==> config.mk <==
export PLATFORM = sky130hd
export DESIGN_NAME = vend_panel_arbiter_flat
export DESIGN_NICKNAME = d
export VERILOG_FILES = /design/src/rtl/vend_panel_arbiter_if.sv /design/src/rtl/vend_panel_arbiter.sv /design/src/flat_wrapper.sv
export SDC_FILE = /design/constraint.sdc
export NUM_CORES = 1
export LEC_CHECK = 0
export BUFFER_PORTS_ARGS = -buffer_cell sky130_fd_sc_hd__clkbuf_2
export CAP_MARGIN = 20
export CORE_UTILIZATION = 51
export CTS_CLUSTER_DIAMETER = 30
export DETAILED_ROUTE_END_ITERATION = 8
export PLACE_DENSITY = 0.87
export SLEW_MARGIN = 5
export SYNTH_ARGS = -nofsm -noshare
export SYNTH_HDL_FRONTEND = slang
export SYNTH_SLANG_ARGS = --single-unit
==> constraint.sdc <==
create_clock -name CLK -period 2.5 [get_ports CLK]
set_input_delay 0.5 -clock CLK [delete_from_list [all_inputs] [get_ports CLK]]
set_output_delay 0.5 -clock CLK [all_outputs]
set_load 0.1 [all_outputs]
==> src/rtl/vend_panel_arbiter_if.sv <==
// Signal bundle between the two customer panels, the shared vending core and vend_panel_arbiter.
// The slave modport is the arbiter's view; the master modport is the panels-plus-core side.
interface vend_panel_arbiter_if;
    // Handshake: a panel holds REQ[p] as a level until GRANT[p] is seen. GRANT stays one-hot for
    // the whole transaction. Exactly one DONE_OK[p] or DONE_FAIL[p] cycle closes it, after which
    // GRANT drops. KEY_PRESS is a one-cycle strobe that qualifies ITEM_CODE_p in the same cycle.
    logic [1:0] REQ;
    logic [1:0] KEY_PRESS;
    logic [3:0] ITEM_CODE_0;
    logic [3:0] ITEM_CODE_1;
    logic       CORE_VEND;
    logic       CORE_INVALID_SEL;
    logic       CORE_FAILED_TRAN;
    logic [2:0] CORE_COST;
    logic       CORE_CARD_IN;
    logic       CORE_KEY_PRESS;
    logic [3:0] CORE_ITEM_CODE;
    logic [1:0] GRANT;
    logic       BUSY;
    logic [1:0] DONE_OK;
    logic [1:0] DONE_FAIL;
    logic [2:0] COST_OUT;
    logic [2:0] STATE_DBG;

    modport slave (
        input  REQ, KEY_PRESS, ITEM_CODE_0, ITEM_CODE_1,
               CORE_VEND, CORE_INVALID_SEL, CORE_FAILED_TRAN, CORE_COST,
        output CORE_CARD_IN, CORE_KEY_PRESS, CORE_ITEM_CODE, GRANT, BUSY,
               DONE_OK, DONE_FAIL, COST_OUT, STATE_DBG
    );

    modport master (
        output REQ, KEY_PRESS, ITEM_CODE_0, ITEM_CODE_1,
               CORE_VEND, CORE_INVALID_SEL, CORE_FAILED_TRAN, CORE_COST,
        input  CORE_CARD_IN, CORE_KEY_PRESS, CORE_ITEM_CODE, GRANT, BUSY,
               DONE_OK, DONE_FAIL, COST_OUT, STATE_DBG
    );
endinterface

==> src/rtl/vend_panel_arbiter.sv <==
// Round-robin arbiter sharing one vending core between two panels, with a per-transaction watchdog.
// Optional VEND_STATS_EN adds saturating completed-vend counters VEND_CNT_0/VEND_CNT_1.
module vend_panel_arbiter #(
    parameter int unsigned WDOG_CYC = 64
) (
    input  logic CLK,
    input  logic RESET,
    vend_panel_arbiter_if.slave bus
`ifdef VEND_STATS_EN
    ,
    output logic [7:0] VEND_CNT_0,
    output logic [7:0] VEND_CNT_1
`endif
);

    typedef enum logic [2:0] {
        S_IDLE    = 3'd0,
        S_CARD    = 3'd1,
        S_ACTIVE  = 3'd2,
        S_VENDING = 3'd3,
        S_DONE    = 3'd4
    } state_t;

    localparam logic [7:0] WDOG_LAST = 8'(WDOG_CYC - 1);

    state_t     state, state_nxt;
    logic       owner, owner_nxt;
    logic       last;
    logic       ok, ok_nxt;
    logic       latch_cost;
    logic [7:0] wdog;
    logic [2:0] cost_q;
    logic [1:0] owner_hot;
    logic       wdog_hit;
    logic       core_fail;

    assign wdog_hit  = (wdog == WDOG_LAST);
    assign core_fail = bus.CORE_INVALID_SEL | bus.CORE_FAILED_TRAN;
    assign owner_hot = owner ? 2'b10 : 2'b01;

    always_comb begin
        state_nxt          = state;
        owner_nxt          = owner;
        ok_nxt             = ok;
        latch_cost         = 1'b0;
        bus.GRANT          = 2'b00;
        bus.CORE_CARD_IN   = 1'b0;
        bus.CORE_KEY_PRESS = 1'b0;
        bus.CORE_ITEM_CODE = 4'd0;
        bus.DONE_OK        = 2'b00;
        bus.DONE_FAIL      = 2'b00;
        case (state)
            S_IDLE: begin
                if (bus.REQ != 2'b00) begin
                    state_nxt = S_CARD;
                    // On a tie the panel that did not win last time goes first.
                    owner_nxt = (bus.REQ == 2'b11) ? ~last : bus.REQ[1];
                end
            end
            S_CARD: begin
                bus.GRANT        = owner_hot;
                bus.CORE_CARD_IN = 1'b1;
                state_nxt        = S_ACTIVE;
            end
            S_ACTIVE: begin
                bus.GRANT          = owner_hot;
                bus.CORE_KEY_PRESS = bus.KEY_PRESS[owner];
                bus.CORE_ITEM_CODE = owner ? bus.ITEM_CODE_1 : bus.ITEM_CODE_0;
                if (wdog_hit || core_fail) begin
                    state_nxt = S_DONE;
                    ok_nxt    = 1'b0;
                end else if (bus.CORE_VEND) begin
                    state_nxt  = S_VENDING;
                    latch_cost = 1'b1;
                end
            end
            S_VENDING: begin
                bus.GRANT = owner_hot;
                if (wdog_hit) begin
                    state_nxt = S_DONE;
                    ok_nxt    = 1'b0;
                end else if (!bus.CORE_VEND) begin
                    state_nxt = S_DONE;
                    ok_nxt    = 1'b1;
                end
            end
            S_DONE: begin
                bus.GRANT     = owner_hot;
                bus.DONE_OK   = ok ? owner_hot : 2'b00;
                bus.DONE_FAIL = ok ? 2'b00 : owner_hot;
                state_nxt     = S_IDLE;
            end
            default: state_nxt = S_IDLE;
        endcase
    end

    always_ff @(posedge CLK) begin
        if (RESET) begin
            state  <= S_IDLE;
            owner  <= 1'b0;
            last   <= 1'b1;
            ok     <= 1'b0;
            wdog   <= 8'd0;
            cost_q <= 3'd0;
        end else begin
            state <= state_nxt;
            owner <= owner_nxt;
            ok    <= ok_nxt;
            if (state == S_CARD) begin
                last <= owner;
                wdog <= 8'd0;
            end else if (state == S_ACTIVE || state == S_VENDING) begin
                wdog <= wdog + 8'd1;
            end
            // Cost is cleared at each new grant so a failed transaction never shows a stale price.
            if (state == S_IDLE && state_nxt == S_CARD) begin
                cost_q <= 3'd0;
            end else if (latch_cost) begin
                cost_q <= bus.CORE_COST;
            end
        end
    end

    assign bus.BUSY      = (state != S_IDLE);
    assign bus.COST_OUT  = cost_q;
    assign bus.STATE_DBG = state;

`ifdef VEND_STATS_EN
    always_ff @(posedge CLK) begin
        if (RESET) begin
            VEND_CNT_0 <= 8'd0;
            VEND_CNT_1 <= 8'd0;
        end else if (state == S_DONE && ok) begin
            if (!owner && VEND_CNT_0 != 8'hFF) VEND_CNT_0 <= VEND_CNT_0 + 8'd1;
            if (owner && VEND_CNT_1 != 8'hFF) VEND_CNT_1 <= VEND_CNT_1 + 8'd1;
        end
    end
`endif

endmodule

==> src/flat_wrapper.sv <==
// flat-port wrapper written by rule: the top's interface ports become plain ports
module vend_panel_arbiter_flat 
#(
    parameter int unsigned WDOG_CYC = 64
)
  (CLK, RESET, bus_REQ, bus_KEY_PRESS, bus_ITEM_CODE_0, bus_ITEM_CODE_1, bus_CORE_VEND, bus_CORE_INVALID_SEL, bus_CORE_FAILED_TRAN, bus_CORE_COST, bus_CORE_CARD_IN, bus_CORE_KEY_PRESS, bus_CORE_ITEM_CODE, bus_GRANT, bus_BUSY, bus_DONE_OK, bus_DONE_FAIL, bus_COST_OUT, bus_STATE_DBG);
  vend_panel_arbiter_if bus_i ();
  input  logic CLK;
  input  logic RESET;
  input wire logic [$bits(bus_i.REQ)-1:0] bus_REQ;
  input wire logic [$bits(bus_i.KEY_PRESS)-1:0] bus_KEY_PRESS;
  input wire logic [$bits(bus_i.ITEM_CODE_0)-1:0] bus_ITEM_CODE_0;
  input wire logic [$bits(bus_i.ITEM_CODE_1)-1:0] bus_ITEM_CODE_1;
  input wire logic [$bits(bus_i.CORE_VEND)-1:0] bus_CORE_VEND;
  input wire logic [$bits(bus_i.CORE_INVALID_SEL)-1:0] bus_CORE_INVALID_SEL;
  input wire logic [$bits(bus_i.CORE_FAILED_TRAN)-1:0] bus_CORE_FAILED_TRAN;
  input wire logic [$bits(bus_i.CORE_COST)-1:0] bus_CORE_COST;
  output wire logic [$bits(bus_i.CORE_CARD_IN)-1:0] bus_CORE_CARD_IN;
  output wire logic [$bits(bus_i.CORE_KEY_PRESS)-1:0] bus_CORE_KEY_PRESS;
  output wire logic [$bits(bus_i.CORE_ITEM_CODE)-1:0] bus_CORE_ITEM_CODE;
  output wire logic [$bits(bus_i.GRANT)-1:0] bus_GRANT;
  output wire logic [$bits(bus_i.BUSY)-1:0] bus_BUSY;
  output wire logic [$bits(bus_i.DONE_OK)-1:0] bus_DONE_OK;
  output wire logic [$bits(bus_i.DONE_FAIL)-1:0] bus_DONE_FAIL;
  output wire logic [$bits(bus_i.COST_OUT)-1:0] bus_COST_OUT;
  output wire logic [$bits(bus_i.STATE_DBG)-1:0] bus_STATE_DBG;
  assign bus_i.REQ = bus_REQ;
  assign bus_i.KEY_PRESS = bus_KEY_PRESS;
  assign bus_i.ITEM_CODE_0 = bus_ITEM_CODE_0;
  assign bus_i.ITEM_CODE_1 = bus_ITEM_CODE_1;
  assign bus_i.CORE_VEND = bus_CORE_VEND;
  assign bus_i.CORE_INVALID_SEL = bus_CORE_INVALID_SEL;
  assign bus_i.CORE_FAILED_TRAN = bus_CORE_FAILED_TRAN;
  assign bus_i.CORE_COST = bus_CORE_COST;
  assign bus_CORE_CARD_IN = bus_i.CORE_CARD_IN;
  assign bus_CORE_KEY_PRESS = bus_i.CORE_KEY_PRESS;
  assign bus_CORE_ITEM_CODE = bus_i.CORE_ITEM_CODE;
  assign bus_GRANT = bus_i.GRANT;
  assign bus_BUSY = bus_i.BUSY;
  assign bus_DONE_OK = bus_i.DONE_OK;
  assign bus_DONE_FAIL = bus_i.DONE_FAIL;
  assign bus_COST_OUT = bus_i.COST_OUT;
  assign bus_STATE_DBG = bus_i.STATE_DBG;
  vend_panel_arbiter #(.WDOG_CYC(WDOG_CYC)) u_core (.CLK(CLK), .RESET(RESET), .bus(bus_i));
endmodule
* Word-level counts from Yosys, hierarchy flattened
Cells that the tools add are included.
Storage, ports and cells: input port bits 20, flip-flop bits (word level) 17, output and inout port bits 19, logic and storage cells 57
Operators by class: muxes and demuxes 26, $lt $le $gt $ge 1, eq/ne operators 9, add/sub/neg operators 1, reductions and logical operators 12, bitwise logic cells 2
Operators by type and width (count):
- $mux W3 | 5
- $mux W2 | 6
- $pmux W3 S4 | 1
- $mux W1 | 11
- $add A8 B1 Y8 const B | 1
- $eq A8 B6 Y1 const B | 1
- $mux W4 | 2
- $eq A3 B1 Y1 const B | 2
- $eq A3 B2 Y1 const B | 2
- $reduce_bool A2 Y1 | 2
- $reduce_or A2 Y1 | 2
- $reduce_or A4 Y1 | 1
- $eq A3 B3 Y1 const B | 1
- $logic_not A3 Y1 | 1
- $ne A3 B2 Y1 const B | 1
- $reduce_and A3 Y1 | 1
- $reduce_bool A3 Y1 | 1
- $eq A2 B2 Y1 const B | 1
- $logic_or A1 B1 Y1 | 2
- $lt A1 B2 Y1 const B | 1
- $ne A2 B1 Y1 const B | 1
- $pmux W1 S2 | 1
- $reduce_and A2 Y1 | 1
- $logic_and A1 B1 Y1 | 1
- other kinds (2) | 2

* Logic depth before layout (Yosys ltp)
depth after elaboration 7, mapped depth 5

* Worst setup path before layout
No wires, ideal clock.
kind reg2out, start reg u_core.state[2] (netlist: u_core.bus.STATE_DBG[2]), end out bus_DONE_FAIL[0], arrival 3.820 ns, path buffers 1, slack -1.820 ns, data required time 2.000 ns, cell stages (with the launch flop) 4, cell sequence dfxtp_1 -> buf_2 -> nor3b_1 -> nor3b_1
Between the ends: longest elaborated chain between the ends 2
Ends and longest elaborated chain:
- start: declaration | RTL line vend_panel_arbiter.sv:26 | state_t state, state_nxt;
- start signal: assignment | RTL line vend_panel_arbiter.sv:106 | state <= state_nxt;
- $eq A3 B3 Y1 | RTL line vend_panel_arbiter.sv:52 | case (state)
- $mux W2 | RTL line vend_panel_arbiter.sv:52
- end: declaration | RTL line flat_wrapper.sv:24 | output wire logic [$bits(bus_i.DONE_FAIL)-1:0] bus_DONE_FAIL;
Every way passes these cells.

* Final worst setup path
start reg u_core.owner, end out bus_GRANT[1]
Between the ends: longest elaborated chain between the ends 2
Ends and longest elaborated chain:
- start: declaration | RTL line vend_panel_arbiter.sv:27 | logic owner, owner_nxt;
- start signal: assignment | RTL line vend_panel_arbiter.sv:107 | owner <= owner_nxt;
- $mux W2 | RTL line vend_panel_arbiter.sv:39 | assign owner_hot = owner ? 2'b10 : 2'b01;
- $mux W2 | RTL line vend_panel_arbiter.sv:52
- end: declaration | RTL line flat_wrapper.sv:21 | output wire logic [$bits(bus_i.GRANT)-1:0] bus_GRANT;
Every way passes these cells.

==> impl_metrics.tcl <==
set metrics [dict create \
    status "completed" \
    final_common_cell "clkbuf_2" \
    die_x_um 46.61 \
    path_cells "and3_2, clkbuf_2" \
    cp_top_family "flip-flops" \
    syn_to_final_growth_pct 29.96 \
    synth_area_mm2 0.001015 \
    synth_area_leaders "dfxtp_1 34%, mux2i_1 9.9%, nor2_1 5.5%" \
    layout_setup_ws_ns 0.1035 \
    core_mm2 0.001802 \
    hold_path_class "primary input to flip-flop" \
    cts_made_buffers 3 \
    syn_area_per_cell_um2 8.527 \
    arrival_ns 1.90 \
    cpPeakStageDelay_ns 0.81 \
    worstMarginPinSlew_ns 0.7379 \
    clock.fmax_ghz 0.4173 \
    cp.required_ns 2.00 \
    h-tree-depth 1 \
    rows 15 \
    synth_flop_cell "dfxtp_1" \
    reg2reg_depth 3 \
    totalWireLength_um 2434 \
    antenna_found_initial 0 \
    fin_crit_ns 2.396 \
    leakage_nw 0.5608 \
    grt_pass1_wl_um 3553 \
    rrSetupSlack_ns 0.83 \
    worstReg2RegEnd "u_core.ok" \
    cp_max_fo 13 \
    hold_buffers 0 \
    cts_resized 0 \
    final_area_mm2 0.001319 \
    rsz0062_at_grt "no" \
    gr-total-overflow 0 \
    clock_sinks 17 \
    max_cap_violations 0 \
    layout_common_cells "33 x clkbuf_2, 14 x dfxtp_1, 10 x mux2i_1, 8 x nor2_4, 8 x o21ai_0" \
    critical_path_class "flip-flop to output port" \
    p_per_area_mw_per_mm2 677.8 \
    route.detailed.drc 0 \
    whs_endpoint "u_core.owner" \
    drv_slew 0 \
    cp_num_buf_inv 1 \
    synth_top_cell_area_share 0.3354 \
    grtUsageTotal 0.2315 \
    dp_hpwl_um 1861 \
    end_kind "output port" \
    drive_gt1_frac 0.3935 \
    post-cts-setup-buffers 0 \
    hold_viol_final 0 \
    boundaryPins 39 \
    min_from "RESET" \
    cp_num_cells 2 \
    grt_max_degree 16 \
    yosysTopAreaCell "dfxtp_1" \
    synthesis.nets 140 \
    n_antenna_cell 0 \
    syn_inst 119 \
    ant_nets 0 \
    crit_slowest_cell "dfxtp_1" \
    dr.pass1.iters 4 \
    clock_skew_ns 0.001800 \
    dr_total_vias 1029 \
    cts_tree "built" \
    clock_path_buffers 2 \
    start_kind "flip-flop" \
    grt_pass1_vias 854 \
    rr_startpoint "u_core.bus.STATE_DBG[1]" \
    ys_types 41 \
    hold_depth 2 \
    post-place-ws_ns 0.4350 \
    drt_iter0_markers 29 \
    finalCritPeriodShare 0.9586 \
    ys_seq_elements 17 \
    routed_via_density 5.717 \
    clk_pin_slew_ns 0.10 \
    ys_seq_area_frac 0.3354 \
    die_area_mm2 0.002172 \
    avgRoutedWirePerCell_um 13.52 \
    initial_core_util 0.5632 \
    ys_warn_count 0 \
    maxSlewHeadroom 0.5074 \
    fin_nets 177 \
    async_reset_ff_frac 0 \
    setup_violations 0 \
    peakVddDrop_mv 0.4775 \
    fin_tns_setup_ns 0 \
    placed_area_mm2 0.001291 \
    clk-insertion-delay-late_ns 0.29 \
    portBuffers 38 \
    nFillCells 140 \
    place.gp.congestion 0.9005 \
    cts_root_buffer "clkbuf_4" \
    die_h_um 46.61 \
    synth_edf_count 0 \
]
==> worst max-delay path by stage <==
stage,from,endpoint,slack (ns)
after floorplan,u_core.bus.STATE_DBG[2],bus_DONE_FAIL[0],-0.14
after global placement,u_core.bus.STATE_DBG[1],bus_CORE_ITEM_CODE[1],0.50
after detailed placement,u_core.owner,bus_GRANT[1],0.44
after CTS,u_core.owner,bus_GRANT[1],0.10
after global routing,u_core.bus.STATE_DBG[2],bus_DONE_FAIL[1],0.03
final,u_core.owner,bus_GRANT[1],0.10
==> cells by family (layout without fill, tap and decap cells) <==
| family | count (synthesis) | after routing | synth area share |
|---|---|---|---|
| AO/OA/AOI/OAI | 30 | 30 | 0.1998 |
| XOR/XNOR | 2 | 2 | 0.01727 |
| adder cells (fa/ha/maj) | 1 | 1 | 0.01233 |
| buffers and inverters | 12 | 48 | 0.05671 |
| flip-flops | 17 | 17 | 0.3354 |
| multiplexers | 10 | 10 | 0.09865 |
| AND/OR/NAND/NOR | 47 | 47 | 0.2799 |
==> layer usage <==
| metal | up-vias | track usage | wire length, um |
|---|---|---|---|
| li1 | 512 | - | - |
| met1 | 473 | 0.2881 | 1077 |
| met2 | 38 | 0.3833 | 1182 |
| met3 | 6 | 0.05098 | 129 |
| met4 | 0 | 0.08824 | 44 |
| met5 | - | 0 | 0 |
==> cell type report <==
cell class              instances  area [um2]  share of cell area
repair buffers                 38       202.7              0.1537
inverters                       6       22.52             0.01708
well taps                      25       31.28             0.02372
multi-input cells              90       690.7              0.5237
clock buffers                   3       22.52             0.01708
clock inverters                 1       5.005            0.003795
flip-flops and latches         17       344.1              0.2609
==> through the flow <==
stage,hold WS [ns],utilization,instances,total power [mW]
final,0.4200,0.7319,180,0.8938
after global routing,0.4055,0.7319,180,0.9333
after CTS,0.4151,0.7319,180,0.8954
after detailed placement,0.4785,0.7167,176,0.7519
after global placement,0.4603,0.7167,176,0.7358
after floorplan,0.4463,-,119,0.6890
==> report_power, final <==
group / total, mW / internal (mW) / switching [mW]
Clock: 0.146 / 0.0595 / 0.0867
Combinational: 0.415 / 0.0991 / 0.316
Sequential: 0.332 / 0.289 / 0.0431
==> worst reg2reg max path, stage by stage, from the launching register on <==
cell and delay (ns):
dfxtp_2 0.49, or3b_2 0.65, o21ai_0 0.32, a211oi_1 0.09
==> flip-flops by register name (all words and copies together), names as in the netlist <==
name,count
u_core.wdog,8
u_core.last,1
u_core.bus.COST_OUT,3
u_core.ok,1
u_core.owner,1
u_core.bus.STATE_DBG,3
==> cells in the mapped netlist (all sizes together) (2+ instances only) <==
cell type	n
nor3b	3
o2bb2ai	2
mux2i	10
o21ai	8
and3	3
nand2	7
or4	2
o211ai	7
buf	3
inv	5
a21oi	5
nand4b	2
or3b	2
dfxtp	17
or3	5
clkbuf	3
nor2	15
Note: power is estimated with default switching activity, not from simulation.
